==> src/rtl/mips_pkg.sv <==
// mips_pkg: ALU operation codes and execute-stage state type shared by the EX datapath.
// Revision: 1.0
`default_nettype none

package mips_pkg;

  localparam logic [2:0] ALU_AND  = 3'b000;
  localparam logic [2:0] ALU_OR   = 3'b001;
  localparam logic [2:0] ALU_ADD  = 3'b010;
  localparam logic [2:0] ALU_MULT = 3'b011;
  localparam logic [2:0] ALU_XOR  = 3'b101;
  localparam logic [2:0] ALU_SUB  = 3'b110;
  localparam logic [2:0] ALU_SLT  = 3'b111;

  typedef enum logic [0:0] {
    EX_IDLE = 1'b0,
    EX_MULT = 1'b1
  } ex_state_t;

endpackage

`default_nettype wire

==> src/rtl/seq_multiplier.sv <==
// seq_multiplier: iterative signed shift-add multiplier, one partial product per cycle.
// Revision: 1.0
`default_nettype none

module seq_multiplier #(
  parameter int WIDTH       = 32,
  parameter int MULT_CYCLES = WIDTH,
  parameter int PW          = WIDTH
) (
  input  logic             clk,
  input  logic             rst,
  input  logic             i_start,
  input  logic             i_flush,
  input  logic [WIDTH-1:0] i_a,
  input  logic [WIDTH-1:0] i_b,
  output logic             o_done,
  output logic [PW-1:0]    o_product
);

  localparam int CW = $clog2(MULT_CYCLES) + 1;

  logic            r_busy;
  logic            r_sign;
  logic [CW-1:0]   r_cnt;
  logic [PW-1:0]   r_mcand;
  logic [WIDTH:0]  r_mplier;
  logic [PW-1:0]   r_acc;

  logic [WIDTH:0]  w_a_ext;
  logic [WIDTH:0]  w_b_ext;
  logic [WIDTH:0]  w_a_mag;
  logic [WIDTH:0]  w_b_mag;
  logic [PW-1:0]   w_acc_nxt;

  // Magnitudes are one bit wider so the most-negative operand negates cleanly.
  assign w_a_ext   = {i_a[WIDTH-1], i_a};
  assign w_b_ext   = {i_b[WIDTH-1], i_b};
  assign w_a_mag   = i_a[WIDTH-1] ? -w_a_ext : w_a_ext;
  assign w_b_mag   = i_b[WIDTH-1] ? -w_b_ext : w_b_ext;

  assign w_acc_nxt = r_acc + (r_mplier[0] ? r_mcand : '0);
  assign o_done    = r_busy && !i_flush && (r_cnt == CW'(MULT_CYCLES - 1));
  assign o_product = r_sign ? -w_acc_nxt : w_acc_nxt;

  always_ff @(posedge clk or posedge rst) begin
    if (rst) begin
      r_busy   <= 1'b0;
      r_sign   <= 1'b0;
      r_cnt    <= '0;
      r_mcand  <= '0;
      r_mplier <= '0;
      r_acc    <= '0;
    end else if (i_flush) begin
      r_busy <= 1'b0;
      r_cnt  <= '0;
    end else if (i_start) begin
      r_busy   <= 1'b1;
      r_sign   <= i_a[WIDTH-1] ^ i_b[WIDTH-1];
      r_cnt    <= '0;
      r_acc    <= '0;
      r_mcand  <= PW'(w_a_mag);
      r_mplier <= w_b_mag;
    end else if (r_busy) begin
      r_acc    <= w_acc_nxt;
      r_mcand  <= r_mcand << 1;
      r_mplier <= r_mplier >> 1;
      if (o_done) begin
        r_busy <= 1'b0;
        r_cnt  <= '0;
      end else begin
        r_cnt <= r_cnt + CW'(1);
      end
    end
  end

endmodule

`default_nettype wire

==> src/rtl/ex_alu_unit.sv <==
// ex_alu_unit: MIPS EX-stage ALU with registered result/zero and a stalling iterative multiply.
// Optional macro EX_ALU_HILO_EN adds hi/lo outputs holding the full signed product. Revision: 1.0
`default_nettype none

module ex_alu_unit
  import mips_pkg::*;
#(
  parameter int WIDTH       = 32,
  parameter int MULT_CYCLES = WIDTH
) (
  input  logic             clk,
  input  logic             rst,
  input  logic             in_valid,
  input  logic             flush,
  input  logic [2:0]       ALUoperation,
  input  logic [WIDTH-1:0] a,
  input  logic [WIDTH-1:0] b,
  output logic [WIDTH-1:0] result,
  output logic             zero,
  output logic             out_valid,
  output logic             stall
`ifdef EX_ALU_HILO_EN
  ,
  output logic [WIDTH-1:0] hi,
  output logic [WIDTH-1:0] lo
`endif
);

`ifdef EX_ALU_HILO_EN
  localparam int PW = 2 * WIDTH;
`else
  localparam int PW = WIDTH;
`endif

  ex_state_t        r_state;
  ex_state_t        w_state_nxt;

  logic             w_accept;
  logic             w_start;
  logic             w_single;
  logic             w_mul_done;
  logic             w_mul_fin;
  logic [PW-1:0]    w_product;
  logic [WIDTH-1:0] w_alu;

  seq_multiplier #(
    .WIDTH       (WIDTH),
    .MULT_CYCLES (MULT_CYCLES),
    .PW          (PW)
  ) u_mult (
    .clk       (clk),
    .rst       (rst),
    .i_start   (w_start),
    .i_flush   (flush),
    .i_a       (a),
    .i_b       (b),
    .o_done    (w_mul_done),
    .o_product (w_product)
  );

  always_ff @(posedge clk or posedge rst) begin
    if (rst) r_state <= EX_IDLE;
    else     r_state <= w_state_nxt;
  end

  always_comb begin
    w_state_nxt = r_state;
    case (r_state)
      EX_IDLE: if (w_start) w_state_nxt = EX_MULT;
      EX_MULT: if (flush || w_mul_done) w_state_nxt = EX_IDLE;
      default: w_state_nxt = EX_IDLE;
    endcase
  end

  // Stall is raised in the acceptance cycle itself so upstream holds ID/EX.
  always_comb begin
    w_accept  = (r_state == EX_IDLE) && in_valid && !flush;
    w_start   = w_accept && (ALUoperation == ALU_MULT);
    w_single  = w_accept && (ALUoperation != ALU_MULT);
    w_mul_fin = (r_state == EX_MULT) && w_mul_done;
    stall     = (r_state == EX_MULT) ||
                ((r_state == EX_IDLE) && in_valid && (ALUoperation == ALU_MULT));
  end

  always_comb begin
    w_alu = '0;
    case (ALUoperation)
      ALU_ADD: w_alu = a + b;
      ALU_SUB: w_alu = a - b;
      ALU_AND: w_alu = a & b;
      ALU_OR:  w_alu = a | b;
      ALU_XOR: w_alu = a ^ b;
      ALU_SLT: w_alu = ($signed(a) < $signed(b)) ? WIDTH'(1) : '0;
      default: w_alu = '0;
    endcase
  end

  always_ff @(posedge clk or posedge rst) begin
    if (rst) begin
      result    <= '0;
      zero      <= 1'b1;
      out_valid <= 1'b0;
    end else if (w_single) begin
      result    <= w_alu;
      zero      <= (w_alu == '0);
      out_valid <= 1'b1;
    end else if (w_mul_fin) begin
      result    <= w_product[WIDTH-1:0];
      zero      <= (w_product[WIDTH-1:0] == '0);
      out_valid <= 1'b1;
    end else begin
      out_valid <= 1'b0;
    end
  end

`ifdef EX_ALU_HILO_EN
  always_ff @(posedge clk or posedge rst) begin
    if (rst) begin
      hi <= '0;
      lo <= '0;
    end else if (w_mul_fin) begin
      hi <= w_product[PW-1:WIDTH];
      lo <= w_product[WIDTH-1:0];
    end
  end
`endif

endmodule

`default_nettype wire

==> config.mk <==
export PLATFORM = sky130hd
export DESIGN_NAME = ex_alu_unit
export DESIGN_NICKNAME = d
export VERILOG_FILES = /design/src/rtl/mips_pkg.sv /design/src/rtl/seq_multiplier.sv /design/src/rtl/ex_alu_unit.sv
export SDC_FILE = /design/constraint.sdc
export NUM_CORES = 1
export LEC_CHECK = 0
export CORE_ASPECT_RATIO = 1.5
export CORE_MARGIN = 4
export CORE_UTILIZATION = 45
export DETAILED_ROUTE_END_ITERATION = 12
export GPL_ROUTABILITY_DRIVEN = 0
export PLACE_DENSITY_LB_ADDON = 0.05
export SYNTH_ARGS = -nofsm -noshare
export SYNTH_HDL_FRONTEND = slang
export SYNTH_SLANG_ARGS = --single-unit
==> constraint.sdc <==
create_clock -name clk -period 5.8 [get_ports clk]
set_input_delay 0.58 -clock clk [delete_from_list [all_inputs] [get_ports clk]]
set_output_delay 0.58 -clock clk [all_outputs]
set_load 0.05 [all_outputs]
==> results of run 1 <==
-- path summary, 6_finish.rpt --
check                                                start                         endpoint  slack (ps)  depth (start not counted)
max                         u_mult.r_mplier[0]$_DFFE_PP0P_                 zero$_DFFE_PP1P_         440                         14
min                        u_mult.r_mplier[32]$_DFFE_PP0P_  u_mult.r_mplier[32]$_DFFE_PP0P_         490                          1
max reg2reg                 u_mult.r_mplier[0]$_DFFE_PP0P_                 zero$_DFFE_PP1P_         440                         14
min reg2reg                u_mult.r_mplier[32]$_DFFE_PP0P_  u_mult.r_mplier[32]$_DFFE_PP0P_         490                          1
max in group asynchronous                              rst     u_mult.r_acc[31]$_DFFE_PP0P_        3870                          3
min in group asynchronous                              rst      u_mult.r_acc[1]$_DFFE_PP0P_         710                          2
-- cells in the mapped netlist (11+ instances only) --
cell type | n | area, um^2
nand2_1 | 177 | 664
o21ai_0 | 150 | 751
nor2_1 | 140 | 526
dfrtp_1 | 139 | 3480
a21oi_1 | 133 | 666
ha_1 | 131 | 1640
inv_1 | 122 | 458
xnor2_1 | 107 | 937
clkbuf_1 | 106 | 398
a22oi_1 | 80 | 601
o31ai_1 | 40 | 300
and2_1 | 38 | 238
a31oi_1 | 35 | 219
mux2i_1 | 34 | 340
nor3_1 | 34 | 170
xor2_1 | 32 | 280
nand3_1 | 27 | 135
nand4_1 | 27 | 169
nor4_1 | 25 | 156
nand2b_1 | 24 | 150
a21o_1 | 22 | 165
a22o_1 | 21 | 184
a211oi_1 | 20 | 150
o211ai_1 | 18 | 135
o41ai_1 | 18 | 158
o21a_1 | 15 | 113
or4_1 | 14 | 105
o21bai_1 | 12 | 90.1
o22ai_1 | 11 | 68.8
or3_1 | 11 | 68.8
-- cells by family after synthesis --
logic type | after synthesis
buf+inv | 241
mux | 34
fa+ha+maj | 134
flops | 140
simple gates | 565
xor+xnor | 139
compound gates | 678
-- report_power, final --
| part | internal (W) | switching, W | total, W | leakage (nW) |
|---|---|---|---|---|
| logic | 0.000857 | 0.00148 | 0.00233 | 5.25 |
| registers | 0.00120 | 0.000201 | 0.00140 | 1.81 |
| clock network | 0.000766 | 0.000505 | 0.00127 | 0.307 |
-- per-stage QoR --
| step | util [%] | power (W) |
|---|---|---|
| floorplan | - | 0.00300 |
| global placement | 50.0 | 0.00367 |
| detailed placement | 50.0 | 0.00370 |
| CTS | 51.9 | 0.00498 |
| global route | 52.0 | 0.00528 |
| finish | 52.0 | 0.00501 |
-- critical path, stage by stage (launching register included) --
cell and delay [ps]:
dfrtp_1 930, and2_1 230, ha_1 280, o211ai_1 150, o21a_2 250, a2111oi_2 640, nor2_2 90, xnor2_1 260
or4_1 720, or4_4 610, or2_1 330, o31ai_1 330, xnor2_1 190, nand2_1 100, o211ai_2 160
-- registers in the layout (all words and copies together) (netlist names) --
signal and count:
u_mult.r_mplier 33, u_mult.r_sign 1, result 32, u_mult.r_busy 1
u_mult.r_acc 32, out_valid 1, r_state 1, zero 1
u_mult.r_cnt 6, u_mult.r_mcand 32
-- per-layer routing --
metal / track usage [%] / vias to the layer above / part of all wire, %
met2: 54.4 / 676 / 50
met5: 0 / - / 0.023
met1: 39.3 / 7533 / 40
met3: 3.56 / 150 / 6.1
met4: 11.8 / 2 / 4.1
li1: - / 7185 / -
-- final cells by class --
| class | count | share of cell area [%] |
|---|---|---|
| Timing Repair Buffer | 138 | 7.58 |
| Clock buffer | 18 | 2.52 |
| Sequential cell | 140 | 20.5 |
| Multi-Input combinational cell | 1550 | 62.3 |
| Antenna cell | 1 | 0.0147 |
| Clock inverter | 13 | 1.25 |
| Tap cell | 415 | 3.04 |
| Inverter | 123 | 2.74 |
==> flow_metrics.tcl, run 1 <==
set metrics [dict create \
    status "finished clean" \
    post_cts_resized 0 \
    drt-total-wl_mm 57.4 \
    cts_setup_buffers 0 \
    slew_headroom_pct 20.3 \
    worstMarginPinSlew_ps 1190 \
    drtPass1Iterations 6 \
    grt_pass1_wl_mm 89.2 \
    fp-row-count 81 \
    die-area_um2 36400 \
    finalSetupTns_ps 0 \
    cap_violations 0 \
    powerDensity_nw_per_um2 293 \
    postPlaceCellArea_um2 16400 \
    critPathArrivalTime_ps 5740 \
    worst_slack_ps 437 \
    total_leakage_power_nw 7.37 \
    clkTransAtPathRegs_ps 60 \
    htree_levels 4 \
    cp_max_fo 33 \
    dpl.cell_count 2366 \
    syn_inst 1931 \
    fill_cells 3253 \
    io_pins 106 \
    fmax_ghz 0.186 \
    root_buffer "clkbuf_16" \
    ys_warn_count 0 \
    syn_nets 2136 \
    syn-cell-area_um2 15000 \
    antenna_found_initial 2 \
    nets 2175 \
    place_ws_ps 522 \
    drt_iter0_drc 1316 \
    fin_worst_hold_slack_ps 492 \
    period_needed_ps 5360 \
    worst_skew_pair.late_latency_ps 450 \
    stdcell_count 2398 \
    vias 15500 \
    yosysSeqAreaShare_pct 23.3 \
    hold_class "reg2reg" \
    postRouteAntennaNets 0 \
    synth_top_family_by_area "compound AO/OA/AOI/OAI gates" \
    crit_type "reg2reg" \
    drive_above_1_share_pct 5.15 \
    clock_sinks 140 \
    dieHeight_um 232 \
    synth_ff_type "dfrtp_1" \
    muxShareOfSynthArea_pct 2.27 \
    final_cell_mix "177 x nand2_1, 150 x o21ai_0, 139 x dfrtp_1, 135 x nor2_1, 133 x a21oi_1" \
    rsz0062_at_grt "false" \
    wl_per_cell_um 24.0 \
    grt_max_degree 96 \
    portBuffers 105 \
    ys_seq_elements 140 \
    cts_max_path_buffers 2 \
    worst_ep_required_time_ps 6180 \
    synthArstFlopShare_pct 100 \
    cts_tree "yes" \
    netlist-cell-type-count 90 \
    critPathLaunchType "register" \
    fin_area_um2 17100 \
    grt_pass1_vias 15300 \
    crit_path_end_kind "register" \
    multi_input_area_um2 10600 \
    register_area_um2 3500 \
    synth-edff-count 0 \
    vdd_drop_max_mv 0.176 \
    area_delta_synth_final_pct 13.6 \
    synthAdderAreaFrac_pct 11.3 \
    yosys.area_share.simple_pct 18.4 \
    syn_area_per_cell_um2 7.78 \
    core_area_um2 32800 \
    synth_xor_xnor_area_share_pct 8.10 \
    finalSetupViolCount 0 \
    finalMaxSlewViolations 0 \
    initial_utilization_pct 45.7 \
    period_share_pct 92.5 \
    final_common_cell "nand2_1" \
    viasPerCell 6.48 \
    drcViolationCount 0 \
    die_width_um 157 \
    grt.total_usage_pct 31.2 \
    cts_hold_buf 0 \
    cts_made_buffers 17 \
    grt_overflow 0 \
    fin_worst_skew_ps 11.5 \
    hold_viol 0 \
    dpl.hpwl_mm 43.7 \
    synth-compound-area-share_pct 30.5 \
]
Power figures use the tool's default switching activity.
==> run 2: changes to the inputs <==
ABC_AREA = 1   (was default)
CTS_CLUSTER_SIZE = 20   (was default)
SLEW_MARGIN = 20   (was default)
==> flow_metrics.tcl, run 2 <==
set metrics [dict create \
    status "finished clean" \
    cts_tree "yes" \
    worstMarginPinSlew_ps 1130 \
    cts_hold_buf 0 \
    grt_overflow 0 \
    vdd_drop_max_mv 0.210 \
    hold_viol 0 \
    slew_headroom_pct 23.9 \
    io_pins 106 \
    final_util_pct 51.4 \
    syn-cell-area_um2 16500 \
    die_width_um 164 \
    dieHeight_um 242 \
    drt-total-wl_mm 68.9 \
    worst_slack_ps 1540 \
    wl_per_cell_um 20.9 \
    crit_type "in2reg" \
    area_delta_synth_final_pct 12.5 \
    hold_class "reg2reg" \
    grt_pass1_wl_mm 105 \
    total_leakage_power_nw 9.34 \
    critPathSlowestCell "o21ai_0" \
    drt_iter0_drc 2348 \
    synth_common_cells "741 x nand2_1, 423 x inv_1, 282 x nand3_1, 250 x nor2_1, 196 x o21ai_0" \
    n_antenna_cell 0 \
    fp-row-count 85 \
    finalSetupViolCount 0 \
    cts_max_path_buffers 2 \
    syn_inst 2754 \
    dpl.hpwl_mm 54.3 \
    viasPerCell 5.86 \
    synth_top_cell_by_area "dfrtp_1" \
    synth_top_area_share_pct 21.1 \
    root_buffer "clkbuf_16" \
    path_cells "clkdlybuf4s50_1, inv_1, ha_1, inv_1, nand2_1, nand3_1, a21oi_1, o21ai_0, nand2_1, nand3_1, nand2_1, nor2_1, nand2_1, nor2_1, nand2_1, nor2_1, nand3_1, nor2_1, nor2_1, a21oi_2" \
    fin_worst_skew_ps 14.6 \
    syn_area_per_cell_um2 5.98 \
    cap_violations 0 \
    portBuffers 105 \
    post_cts_resized 0 \
    finalSetupTns_ps 0 \
    drtPass1Iterations 8 \
    finalMaxSlewViolations 0 \
    worst_ep_required_time_ps 6190 \
    crit_path_end_kind "register" \
    largest_register_ffs 33 \
    synth-edff-count 0 \
    antenna_found_initial 1 \
    powerDensity_nw_per_um2 311 \
    core_area_um2 36100 \
    place_ws_ps 1340 \
    critPathLaunchType "primary input" \
    crit_buf_inv 3 \
    ys_seq_elements 140 \
    largest_register "u_mult.r_mplier" \
    final_cell_mix "741 x nand2_1, 420 x inv_1, 282 x nand3_1, 247 x nor2_1, 196 x o21ai_0" \
    rsz0062_at_grt "false" \
    hold_start "u_mult.r_mplier[12]$_DFFE_PP0P_" \
    vias 19300 \
    critPathTopFamily "simple AND/OR/NAND/NOR gates" \
    cp_max_fo 7 \
    period_share_pct 73.4 \
    fmax_ghz 0.235 \
    htree_levels 4 \
    drive_above_1_share_pct 4.11 \
    final_common_cell "nand2_1" \
    yosysSeqAreaShare_pct 21.3 \
    period_needed_ps 4260 \
    grt.total_usage_pct 34.0 \
    clkTransAtPathRegs_ps 70 \
    timing.rr.start "u_mult.r_mplier[0]$_DFFE_PP0P_" \
    cts_made_buffers 17 \
    clock_sinks 140 \
    nets 3012 \
    cts_setup_buffers 0 \
    grt_max_degree 94 \
    fill_cells 3702 \
    grt_pass1_vias 18800 \
    initial_utilization_pct 45.7 \
    startpoint "a[3]" \
    yosys-top-cells-area "dfrtp_1 21%, nand2_1 17%, ha_1 10%, inv_1 9.6%, nand3_1 8.6%" \
    slowest_delay_ps 900 \
    drcViolationCount 0 \
    synth_ff_type "dfrtp_1" \
    worst_skew_pair.late_latency_ps 460 \
    ys_warn_count 0 \
    die-area_um2 39800 \
    power_w 0.00576 \
    critPathArrivalTime_ps 4650 \
    netlist-cell-type-count 47 \
    postRouteAntennaNets 0 \
    synthArstFlopShare_pct 100 \
    syn_nets 2959 \
    synth.most_common_cell "nand2_1" \
]
-- run 2: area by class of cell --
class | instances | area (um^2) | area share, %
clock inverter | 14 | 160 | 0.864
tap | 478 | 598 | 3.23
multi-input combinational | 2094 | 11000 | 59.5
clock buffer | 18 | 439 | 2.37
sequential | 140 | 3500 | 18.9
inverter | 432 | 1630 | 8.78
timing repair buffer | 122 | 1180 | 6.36
-- run 2: metal layers --
| layer | vias up | share of wire (%) | wire length [um] | global-route usage (%) |
|---|---|---|---|---|
| met5 | - | 0 | 0 | 0 |
| met4 | 0 | 8.3 | 5710 | 23.6 |
| met3 | 302 | 7.2 | 4960 | 4.43 |
| met2 | 995 | 47 | 32600 | 57.1 |
| met1 | 8872 | 37 | 25600 | 39.5 |
| li1 | 9141 | - | - | - |
-- run 2: stage by stage --
stage	instance area (um^2)	instances	hold WS [ps]
2_1_floorplan	16500	2754	449
3_3_place_gp	17900	3266	472
3_5_place_dp	17900	3266	471
4_1_cts	18500	3298	489
5_1_grt	18500	3298	512
6_report	18500	3298	485
-- run 2: path summary, 6_finish.rpt --
path / end / slack, ps / depth (start not counted)
worst max-delay path: zero$_DFFE_PP1P_ / 1540 / 20
worst min-delay path: u_mult.r_mplier[12]$_DFFE_PP0P_ / 490 / 2
worst max register to register: zero$_DFFE_PP1P_ / 1800 / 25
worst min register to register: u_mult.r_mplier[12]$_DFFE_PP0P_ / 490 / 2
max in group asynchronous: u_mult.r_mplier[6]$_DFFE_PP0P_ / 3970 / 3
min in group asynchronous: u_mult.r_acc[28]$_DFFE_PP0P_ / 630 / 2
-- run 2: power breakdown --
group | internal [W] | switching, W | leakage [nW] | total (W)
combinational | 0.000980 | 0.00217 | 7.25 | 0.00315
sequential | 0.00126 | 0.000200 | 1.80 | 0.00146
clock | 0.000653 | 0.000497 | 0.286 | 0.00115
-- run 2: cell families (layout without fill, tap and decap cells) --
family          count (synthesis)  in the layout  synth area share (%)
simple gates                 1415           1415                  36.9
flops                         140            140                  21.3
xor+xnor                       20             20                  1.06
compound gates                525            525                  18.6
fa+ha+maj                     134            134                  10.3
buf+inv                       520            586                  11.9
-- run 2: worst reg2reg max path: cells and delay by family (launching register included) --
family          cells  cell delay, ps
simple gates       15            1760
fa+ha+maj           3             830
buf+inv             5             690
flops               1             350
compound gates      2             290
